[src/rtl/bcd_operand_loader_if.sv]
// Operand-entry bus: switch/button inputs toward the loader and the packed
// operand word plus status flags back toward the adder/display side.
interface bcd_operand_loader_if;
   logic [3:0] SW;
   logic       CinSw;
   logic       Load;
   logic       Clr;
   logic [8:0] OPS;
   logic       Valid;
   logic       Err;
   logic [1:0] Stage;

   // Driver of switches/buttons, consumer of operands.
   modport master (
      output SW,
      output CinSw,
      output Load,
      output Clr,
      input  OPS,
      input  Valid,
      input  Err,
      input  Stage
   );

   // The loader itself.
   modport slave (
      input  SW,
      input  CinSw,
      input  Load,
      input  Clr,
      output OPS,
      output Valid,
      output Err,
      output Stage
   );
endinterface

[src/rtl/bcd_operand_loader.sv]
// Sequential BCD operand entry: synchronizes and debounces the Load button,
// range-checks each digit and assembles a stable {Cin, A, B} word with a
// Valid flag for the downstream BCD adder.
module bcd_operand_loader #(
   parameter int unsigned DEBOUNCE_CYCLES = 500000,
   parameter int unsigned CNT_W           = 20
) (
   input  logic                 CLOCK_50,
   input  logic                 Reset,
   bcd_operand_loader_if.slave  bus
);

   typedef enum logic [1:0] {
      StA    = 2'b00,
      StB    = 2'b01,
      StDone = 2'b10
   } state_t;

   logic             r_s1;
   logic             r_s2;
   logic             r_lvl;
   logic             r_lvl_q;
   logic [CNT_W-1:0] r_cnt;

   state_t     r_state;
   logic [3:0] r_a;
   logic [3:0] r_b;
   logic       r_cin;
   logic       r_err;

   state_t     w_state_d;
   logic [3:0] w_a_d;
   logic [3:0] w_b_d;
   logic       w_cin_d;
   logic       w_err_d;

   logic w_accept;
   logic w_digit_ok;

   // Two-flop synchronizer, debounce counter and level-delay for edge detect.
   always_ff @(posedge CLOCK_50) begin
      if (Reset) begin
         r_s1    <= 1'b0;
         r_s2    <= 1'b0;
         r_lvl   <= 1'b0;
         r_lvl_q <= 1'b0;
         r_cnt   <= '0;
      end else begin
         r_s1    <= bus.Load;
         r_s2    <= r_s1;
         r_lvl_q <= r_lvl;
         if (r_s2 != r_lvl) begin
            // The edge that would bring the count to DEBOUNCE_CYCLES flips the level.
            if (r_cnt == CNT_W'(DEBOUNCE_CYCLES - 1)) begin
               r_lvl <= ~r_lvl;
               r_cnt <= '0;
            end else begin
               r_cnt <= r_cnt + CNT_W'(1);
            end
         end else begin
            r_cnt <= '0;
         end
      end
   end

   assign w_accept   = r_lvl & ~r_lvl_q;
   assign w_digit_ok = (bus.SW <= 4'd9);

   // Next-state and operand capture; Clr wins over a coincident accept.
   always_comb begin
      w_state_d = r_state;
      w_a_d     = r_a;
      w_b_d     = r_b;
      w_cin_d   = r_cin;
      w_err_d   = r_err;
      if (bus.Clr) begin
         w_state_d = StA;
         w_a_d     = 4'd0;
         w_b_d     = 4'd0;
         w_cin_d   = 1'b0;
         w_err_d   = 1'b0;
      end else if (w_accept) begin
         if (!w_digit_ok) begin
            w_err_d = 1'b1;
         end else begin
            w_err_d = 1'b0;
            unique case (r_state)
               StA: begin
                  w_a_d     = bus.SW;
                  w_state_d = StB;
               end
               StB: begin
                  w_b_d     = bus.SW;
                  w_cin_d   = bus.CinSw;
                  w_state_d = StDone;
               end
               StDone: begin
                  // A commit after a finished pair starts a fresh pair.
                  w_a_d     = bus.SW;
                  w_b_d     = 4'd0;
                  w_cin_d   = 1'b0;
                  w_state_d = StB;
               end
               default: begin
                  w_state_d = StA;
               end
            endcase
         end
      end
   end

   // State and operand registers.
   always_ff @(posedge CLOCK_50) begin
      if (Reset) begin
         r_state <= StA;
         r_a     <= 4'd0;
         r_b     <= 4'd0;
         r_cin   <= 1'b0;
         r_err   <= 1'b0;
      end else begin
         r_state <= w_state_d;
         r_a     <= w_a_d;
         r_b     <= w_b_d;
         r_cin   <= w_cin_d;
         r_err   <= w_err_d;
      end
   end

   assign bus.OPS   = {r_cin, r_a, r_b};
   assign bus.Valid = (r_state == StDone);
   assign bus.Err   = r_err;
   assign bus.Stage = r_state;

endmodule
[src/flat_wrapper.sv]
// flat-port wrapper written by rule: the top's interface ports become plain ports
module bcd_operand_loader_flat 
#(
   parameter int unsigned DEBOUNCE_CYCLES = 500000,
   parameter int unsigned CNT_W           = 20
)
  (CLOCK_50, Reset, bus_SW, bus_CinSw, bus_Load, bus_Clr, bus_OPS, bus_Valid, bus_Err, bus_Stage);
  bcd_operand_loader_if bus_i ();
  input  logic CLOCK_50;
  input  logic Reset;
  input wire logic [$bits(bus_i.SW)-1:0] bus_SW;
  input wire logic [$bits(bus_i.CinSw)-1:0] bus_CinSw;
  input wire logic [$bits(bus_i.Load)-1:0] bus_Load;
  input wire logic [$bits(bus_i.Clr)-1:0] bus_Clr;
  output wire logic [$bits(bus_i.OPS)-1:0] bus_OPS;
  output wire logic [$bits(bus_i.Valid)-1:0] bus_Valid;
  output wire logic [$bits(bus_i.Err)-1:0] bus_Err;
  output wire logic [$bits(bus_i.Stage)-1:0] bus_Stage;
  assign bus_i.SW = bus_SW;
  assign bus_i.CinSw = bus_CinSw;
  assign bus_i.Load = bus_Load;
  assign bus_i.Clr = bus_Clr;
  assign bus_OPS = bus_i.OPS;
  assign bus_Valid = bus_i.Valid;
  assign bus_Err = bus_i.Err;
  assign bus_Stage = bus_i.Stage;
  bcd_operand_loader #(.DEBOUNCE_CYCLES(DEBOUNCE_CYCLES), .CNT_W(CNT_W)) u_core (.CLOCK_50(CLOCK_50), .Reset(Reset), .bus(bus_i));
endmodule
[config.mk]
export PLATFORM = sky130hd
export DESIGN_NAME = bcd_operand_loader_flat
export DESIGN_NICKNAME = d
export VERILOG_FILES = /design/src/rtl/bcd_operand_loader_if.sv /design/src/rtl/bcd_operand_loader.sv /design/src/flat_wrapper.sv
export SDC_FILE = /design/constraint.sdc
export NUM_CORES = 1
export LEC_CHECK = 0
export ABC_AREA = 1
export CAP_MARGIN = 10
export CORE_MARGIN = 4
export CORE_UTILIZATION = 45
export DETAILED_ROUTE_END_ITERATION = 8
export DONT_BUFFER_PORTS = 1
export SLEW_MARGIN = 20
export SYNTH_ARGS = -nofsm -noshare
export SYNTH_HDL_FRONTEND = slang
export SYNTH_SLANG_ARGS = --single-unit
[constraint.sdc]
create_clock -name CLOCK_50 -period 1.4 [get_ports CLOCK_50]
set_input_delay 0.14 -clock CLOCK_50 [delete_from_list [all_inputs] [get_ports CLOCK_50]]
set_output_delay 0.14 -clock CLOCK_50 [all_outputs]
set_load 0.02 [all_outputs]
Word-level counts from Yosys, hierarchy flattened
Index checks and enable logic that the tools add are counted.
- bits in registers: 36
- logic and storage cells: 33
- $add $sub $neg: 1
- order comparisons: 1
- eq/ne operators: 4
- muxes and demuxes: 4
- bitwise operators: 4
- reductions and logical operators: 9
- operators by type and width (cell ; count):
    $add A20 B1 Y20 const B ; 1
    $eq A20 B19 Y1 const B ; 1
    $pmux W4 S2 ; 1
    $reduce_and A3 Y1 ; 2
    $le A4 B4 Y1 const B ; 1
    $pmux W2 S2 ; 1
    $reduce_and A2 Y1 ; 2
    $reduce_or A2 Y1 ; 2
    $not A1 Y1 ; 3
    $reduce_or A3 Y1 ; 1
    $eq A2 B1 Y1 const B ; 1
    $eq A2 B2 Y1 const B ; 1
    $logic_not A2 Y1 ; 1
    $pmux W1 S2 ; 1
    $reduce_bool A2 Y1 ; 1
    $and A1 B1 Y1 ; 1
    $mux W1 ; 1
    $ne A1 B1 Y1 ; 1

Depth between registers and ports, before layout
Gate-level depths: netlist of the first run.
- depth in word-level cells: 3
- gate-level depth with buffers: 8
- gate-level depth less buffers: 8

Worst setup path after synthesis of the first run
Ideal clock, no wire load.
- path type: register -> register
- from: register u_core.r_state[0] (netlist: u_core.bus.Stage[0])
- to: register u_core.r_a[3]
- arrival time: 1.325 ns
- setup slack: 0.005 ns
- cell stages (with the launch flop): 8
- buffers on the path: 0
- cell sequence: dfxtp_1 inv_1 ha_1 nor2_1 nor2_2 inv_1 nand2_1 a21oi_1
- cells in the longest elaborated chain, start to end: 3
- elaborated cells on any way between the ends: 4
- RTL lines (element ; line ; RTL):
    start, declared ; bcd_operand_loader.sv:25 ; state_t r_state;
    start signal, assigned ; bcd_operand_loader.sv:115 ; r_state <= StA;
    start signal, assigned ; bcd_operand_loader.sv:121 ; r_state <= w_state_d;
    $eq A2 B2 Y1 ; -- ;
    named net bus_Valid ; flat_wrapper.sv:16 ; output wire logic [$bits(bus_i.Valid)-1:0] bus_Valid;
    $reduce_or A2 Y1 (no line) ; -- ;
    $reduce_and A3 Y1 (no line) ; -- ;
    end signal, assigned ; bcd_operand_loader.sv:122 ; r_a <= w_a_d;
    end, declared ; bcd_operand_loader.sv:26 ; logic [3:0] r_a;
The timed path passes the listed nets, and every way through them passes these cells.
A chain may end at the register's enable or synchronous reset.

Worst setup path in the final report of the first run
- from: register u_core.r_cnt[1]
- to: register u_core.r_cnt[12]
- cells in the longest elaborated chain, start to end: 2
- elaborated cells on any way between the ends: 3
- RTL lines (element ; line ; RTL):
    start, declared ; bcd_operand_loader.sv:23 ; logic [CNT_W-1:0] r_cnt;
    start signal, assigned ; bcd_operand_loader.sv:58 ; r_cnt <= r_cnt + CNT_W'(1);
    branches (longest 2 deep; another with $add A20 B1 Y20) ; -- ;
Several ways; the timed one is not identified.

==> impl_metrics.ini, run 1 <==
[pwr]
leakagePower_nw = 0.6404
power_density_nw_per_um2 = 899.4
power.total_mw = 1.808
max-vdd-ir-drop_v = 0.0006577

[final_layout]
finish.utilization_pct = 54.92
area_delta_synth_final_pct = 17.99
fin_nets = 263
drive_above_1_share_pct = 19.52
diodes = 0

[yosys]
synth_fa_ha_area_share_pct = 2.937
synth.net_count = 244
synth_top_family_by_area = simple AND/OR/NAND/NOR gates
yosys-mux-area-fraction_pct = 0
yosysWarnings = 0
syn_area_um2 = 1704
ys_types = 23
synth_cells = 231
avgSynthCellArea_um2 = 7.377
ys_seq_area_share_pct = 42.29
synth-seq-cells = 36
yosys.area_share.simple_pct = 35.68
synth_xor_area_share_pct = 4.112
synth_compound_area_share_pct = 7.856

[detailed_routing]
postRouteAntennaNets = 0
wl_met1_um = 1635
topRoutingLayerUsed = met4
drt_first_pass_iters = 4
routed_wl_um = 3584
avgViaCountPerCell = 4.823
vias = 1442
wire_per_inst_um = 11.99
route.met2.wl_um = 1737
drcViolationCount = 0
met3WireLength_um = 170
drtIter0Drc = 82

[place]
io_buffer_count = 0
routabilityCongestion = 0.8374
pre_cts_slack_ps = -19.14
dp_hpwl_um = 2623

[grt]
grt_pass1_wl_um = 6306
gr-total-overflow = 0
grt_max_degree = 18
track_usage_pct = 16.11
antenna_found_initial = 0
grt_pass1_vias = 1383

[clocking]
post_cts_buffers = 0
cts_buffers = 5
clk-insertion-delay-late_ps = 280
cts.path.max_buffers = 2
clk_pin_slew_ps = 80
cts_sinks = 36
htree_levels = 2
clock-root-buffer = clkbuf_8
cts_tree = built

[sta]
finalHoldViolCount = 0
fin_tns_setup_ps = 0
period_needed_ps = 1322
setup_viol = 0
tightestPinTransition_ps = 401.6
finalMaxSlewViolations = 0
fmax_mhz = 756.3
fin_ws_ps = 77.71
maxSlewHeadroom_pct = 73.13
timing.final.crit_share_pct = 94.45
clock_skew_ps = 11.35
fin_hold_ws_ps = 6.342

[die]
die_y_um = 69.54
dieArea_um2 = 4836
ios = 22
start_util_pct = 46.55
rows = 22
core-area_um2 = 3661
dieWidth_um = 69.54

[setup_path]
cp-start-kind = register
cp-end-kind = register
cp.required_ps = 1580
arrival_ps = 1510
critPathKind = register to register
worstPathMaxFanout = 3

[status]
status = complete, no violations

[hold_path]
min_path_type = primary input to register

[job]
drv_cap = 0
[what timing repair did]
| action | 4_1_cts | 5_1_grt |
|---|---|---|
| resized for setup | 3 | 14 |
| endpoints found under the setup margin | 14 | 30 |
| hold endpoints to repair | 9 | 0 |
| pin swaps | 0 | 2 |
| hold buffers | 6 | 0 |
[cells in the mapped netlist]
cell | count | area share (%)
nand2_1 | 45 | 9.9
o21ai_0 | 7 | 2.1
nand3_1 | 16 | 4.7
inv_1 | 25 | 5.5
buf_12 | 1 | 1.2
nand3_2 | 1 | 0.59
nor2_2 | 16 | 5.9
a21oi_1 | 17 | 5.0
buf_4 | 1 | 0.44
and2_1 | 2 | 0.73
ha_1 | 4 | 2.9
dfxtp_1 | 36 | 42
xnor2_1 | 6 | 3.1
or2_0 | 1 | 0.37
nand3_4 | 1 | 1.0
nor2_1 | 41 | 9.0
nand4_1 | 3 | 1.1
o22ai_1 | 1 | 0.37
xor2_1 | 2 | 1.0
o21bai_1 | 1 | 0.44
nor2_4 | 2 | 1.3
nand2_2 | 1 | 0.37
nand2_4 | 1 | 0.66
[area by class of cell]
| type | count | area [um2] |
|---|---|---|
| clock buffer | 5 | 68.82 |
| clock inverter | 3 | 21.27 |
| fill | 355 | 1650 |
| inverter | 25 | 93.84 |
| multi-input combinational | 168 | 923.4 |
| sequential | 36 | 723.2 |
| tap | 48 | 60.06 |
| timing repair buffer | 14 | 120.1 |
[logic make-up (layout without fill, tap and decap cells)]
group | Yosys count | count (layout)
AND/OR/NAND/NOR | 130 | 130
adder cells (fa/ha/maj) | 4 | 4
XOR/XNOR | 8 | 8
AO/OA/AOI/OAI | 26 | 26
flip-flops | 36 | 36
buffers and inverters | 27 | 47
[per-layer routing]
metal	up-vias	global-route usage [%]
li1	771	-
met1	642	20.32
met2	25	25.95
met3	4	4.638
met4	0	6.074
met5	-	0
[worst max-delay path, cell delays in order, from the launching register on]
cell and delay (ps):
dfxtp_2 370, ha_4 150, nand2_1 60, nor2_1 150, nand2_1 160, nor2_4 150, xnor2_1 150, nor2_2 40
[registers in the layout (all words and copies together), names as in the netlist]
signal            count
u_core.r_a            4
u_core.r_lvl          1
u_core.r_b            4
u_core.r_cin          1
u_core.r_s2           1
u_core.r_cnt         20
u_core.bus.Stage      2
u_core.r_s1           1
u_core.bus.Err        1
u_core.r_lvl_q        1
[power breakdown]
part	leakage [nW]	internal, mW	total (mW)	switching (mW)
registers	0.291	1.03	1.03	0.00225
logic	0.305	0.0197	0.0429	0.0232
clock network	0.0445	0.353	0.737	0.384
total	0.640	1.40	1.81	0.409
[final timing paths]
kind	startpoint	endpoint	slack [ps]	depth (start not counted)
worst max-delay path	u_core.r_cnt[1]	u_core.r_cnt[12]	80	7
worst min-delay path	bus_SW[2]	u_core.r_a[2]	6	2
worst max register to register	u_core.r_cnt[1]	u_core.r_cnt[12]	80	7
worst min register to register	u_core.r_s1	u_core.r_s2	410	2
[cell usage in the layout, fill, tap and decap left out, drive strengths merged]
cell	netlist	layout
a21oi	17	17
and2	2	2
buf	2	8
clkbuf	0	5
clkinv	0	1
clkinvlp	0	1
dfxtp	36	36
dlygate4sd3	0	6
ha	4	4
inv	25	26
nand2	47	47
nand3	18	18
nand4	3	3
nor2	59	59
o21ai	7	7
o21bai	1	1
o22ai	1	1
or2	1	1
xnor2	6	6
xor2	2	2
[stage by stage]
| step | cells | instance area, um2 |
|---|---|---|
| finish | 299 | 2011 |
| global route | 299 | 2011 |
| CTS | 299 | 1963 |
| detailed placement | 285 | 1797 |
| global placement | 285 | 1797 |
| floorplan | 231 | 1704 |
(Power assumes the default switching activity.)
==> run 2, diff against run 1 <==
--- a/config.mk
+++ b/config.mk
@@ -8,9 +8,11 @@
 export ABC_AREA = 1
 export CAP_MARGIN = 10
 export CORE_MARGIN = 4
-export CORE_UTILIZATION = 45
+export CORE_UTILIZATION = 40
 export DETAILED_ROUTE_END_ITERATION = 8
 export DONT_BUFFER_PORTS = 1
+export MAX_ROUTING_LAYER = met4
+export SKIP_CTS_REPAIR_TIMING = 1
 export SLEW_MARGIN = 20
 export SYNTH_ARGS = -nofsm -noshare
 export SYNTH_HDL_FRONTEND = slang
==> impl_metrics.ini, run 2 (same netlist as run 1, synthesis figures left out) <==
[status]
status = finished, violations left
violations = negative hold slack

[die]
ios = 22
rows = 23
dieWidth_um = 73.27
die_y_um = 73.27
core-area_um2 = 4058
dieArea_um2 = 5368
start_util_pct = 42.00

[final_layout]
diodes = 0
largest_reg_flops = 20
final_cell_mix = nand2_1 (43), nor2_1 (37), dfxtp_1 (34)
top_register = u_core.r_cnt
final_common_cell = nand2_1
multi_input_area_um2 = 923.4
layout.area.seq_um2 = 723.2
fin_nets = 267
reg.largest.list = u_core.r_cnt: 20 flops, u_core.r_a: 4 flops, u_core.r_b: 4 flops
nFillCells = 403
drive_above_1_share_pct = 21.57
final_cells = 305
area_delta_synth_final_pct = 23.49

[setup_path]
cp_slowest_stage_delay_ps = 350
worstPathMaxFanout = 5
arrival_ps = 1480
cpMostUsedCell = nor2_1
critPathKind = register to register
cp-start-kind = register
path_cells = ha_4 > nand3_2 > nor2_4 > nand3_4 > buf_4 > nor2_1 > nor2_1
cpMaxStageDelayCell = dfxtp_2
cp-end-kind = register
cp.required_ps = 1590

[sta]
setup_viol = 0
fmax_mhz = 773.6
period_needed_ps = 1293
finalMaxSlewViolations = 0
finalHoldViolCount = 3
clock_skew_ps = 4.343
timing.final.crit_share_pct = 92.33
fin_ws_ps = 107.3
tightestPinTransition_ps = 397.1
maxSlewHeadroom_pct = 73.43
fin_hold_ws_ps = -8.157

[pwr]
max-vdd-ir-drop_v = 0.0005305
power_density_nw_per_um2 = 1108
leakagePower_nw = 0.6989
power.total_mw = 2.332

[detailed_routing]
routed_wl_um = 3476
drcViolationCount = 0
vias = 1432
drt_first_pass_iters = 4
postRouteAntennaNets = 0
drtIter0Drc = 89
avgViaCountPerCell = 4.695
wire_per_inst_um = 11.40

[job]
drv_cap = 0

[place]
dp_hpwl_um = 2543
routabilityCongestion = 0.8183
post-place-cells = 292
io_buffer_count = 0
pre_cts_slack_ps = 35.45

[hold_path]
min_path_type = primary input to register

[clocking]
clock-root-buffer = clkbuf_8
cts_tree = built
cts_sinks = 36
clk-insertion-delay-late_ps = 280
htree_levels = 2
cts_buffers = 5
clk_pin_slew_ps = 70
cts.path.max_buffers = 2

[grt]
antenna_found_initial = 0
gr-total-overflow = 0
grt_pass1_wl_um = 5713
track_usage_pct = 13.93
grt_max_degree = 18
grt_pass1_vias = 1298
[run 2: layer usage]
layer	vias to the layer above	GRT usage [%]	wire length (um)
li1	774	-	-
met1	633	17.99	1673
met2	21	20.36	1621
met3	4	4.651	152
met4	0	4.713	29
met5	-	-	0
[run 2: final cells by class]
| type | instances | share of cell area, % |
|---|---|---|
| sequential | 36 | 34.36 |
| timing repair buffer | 18 | 6.778 |
| tap | 50 | 2.973 |
| clock inverter | 3 | 4.281 |
| multi-input combinational | 168 | 43.88 |
| inverter | 25 | 4.459 |
| clock buffer | 5 | 3.270 |
[run 2: worst max-delay path: cells and delay by family, from the launching register on]
| kind | cells | cell delay (ps) |
|---|---|---|
| and+or+nand+nor | 5 | 520 |
| DFF | 1 | 350 |
| buffers and inverters | 1 | 170 |
| adders and majority gates | 1 | 150 |
[run 2: stage by stage]
stage / hold WS (ps) / area [um2] / util, % / TNS, ps
6_report: -8.157 / 2105 / 51.87 / 0
5_1_grt: 7.088 / 2105 / 51.87 / -7.719
4_1_cts: -99.60 / 1996 / 49.18 / 0
3_5_place_dp: 214.3 / 1837 / 45.27 / 0
3_3_place_gp: 212.4 / 1837 / 45.27 / 0
2_1_floorplan: 211.2 / 1704 / - / 0
[run 2: final timing paths]
path / cells after the start / start / end / slack [ps]
max reg2reg: 7 / u_core.r_cnt[1] / u_core.r_lvl / 110
min reg2reg: 2 / u_core.r_s1 / u_core.r_s2 / 410
max: 7 / u_core.r_cnt[1] / u_core.r_lvl / 110
min: 3 / Reset / u_core.r_lvl / -8
[run 2: report_power, final]
part / switching (mW) / total [mW] / leakage [nW] / internal [mW]
Sequential: 0.00206 / 1.03 / 0.291 / 1.03
Clock: 0.377 / 1.27 / 0.0784 / 0.891
Combinational: 0.0205 / 0.0347 / 0.329 / 0.0142
==> run 3, diff against run 2 <==
--- a/config.mk
+++ b/config.mk
@@ -13,7 +13,7 @@
 export DONT_BUFFER_PORTS = 1
 export MAX_ROUTING_LAYER = met4
 export SKIP_CTS_REPAIR_TIMING = 1
-export SLEW_MARGIN = 20
+export SLEW_MARGIN = 10
 export SYNTH_ARGS = -nofsm -noshare
 export SYNTH_HDL_FRONTEND = slang
 export SYNTH_SLANG_ARGS = --single-unit
==> results of run 3 <==
No change in the layout: final DEF, timing and power equal those of run 2.
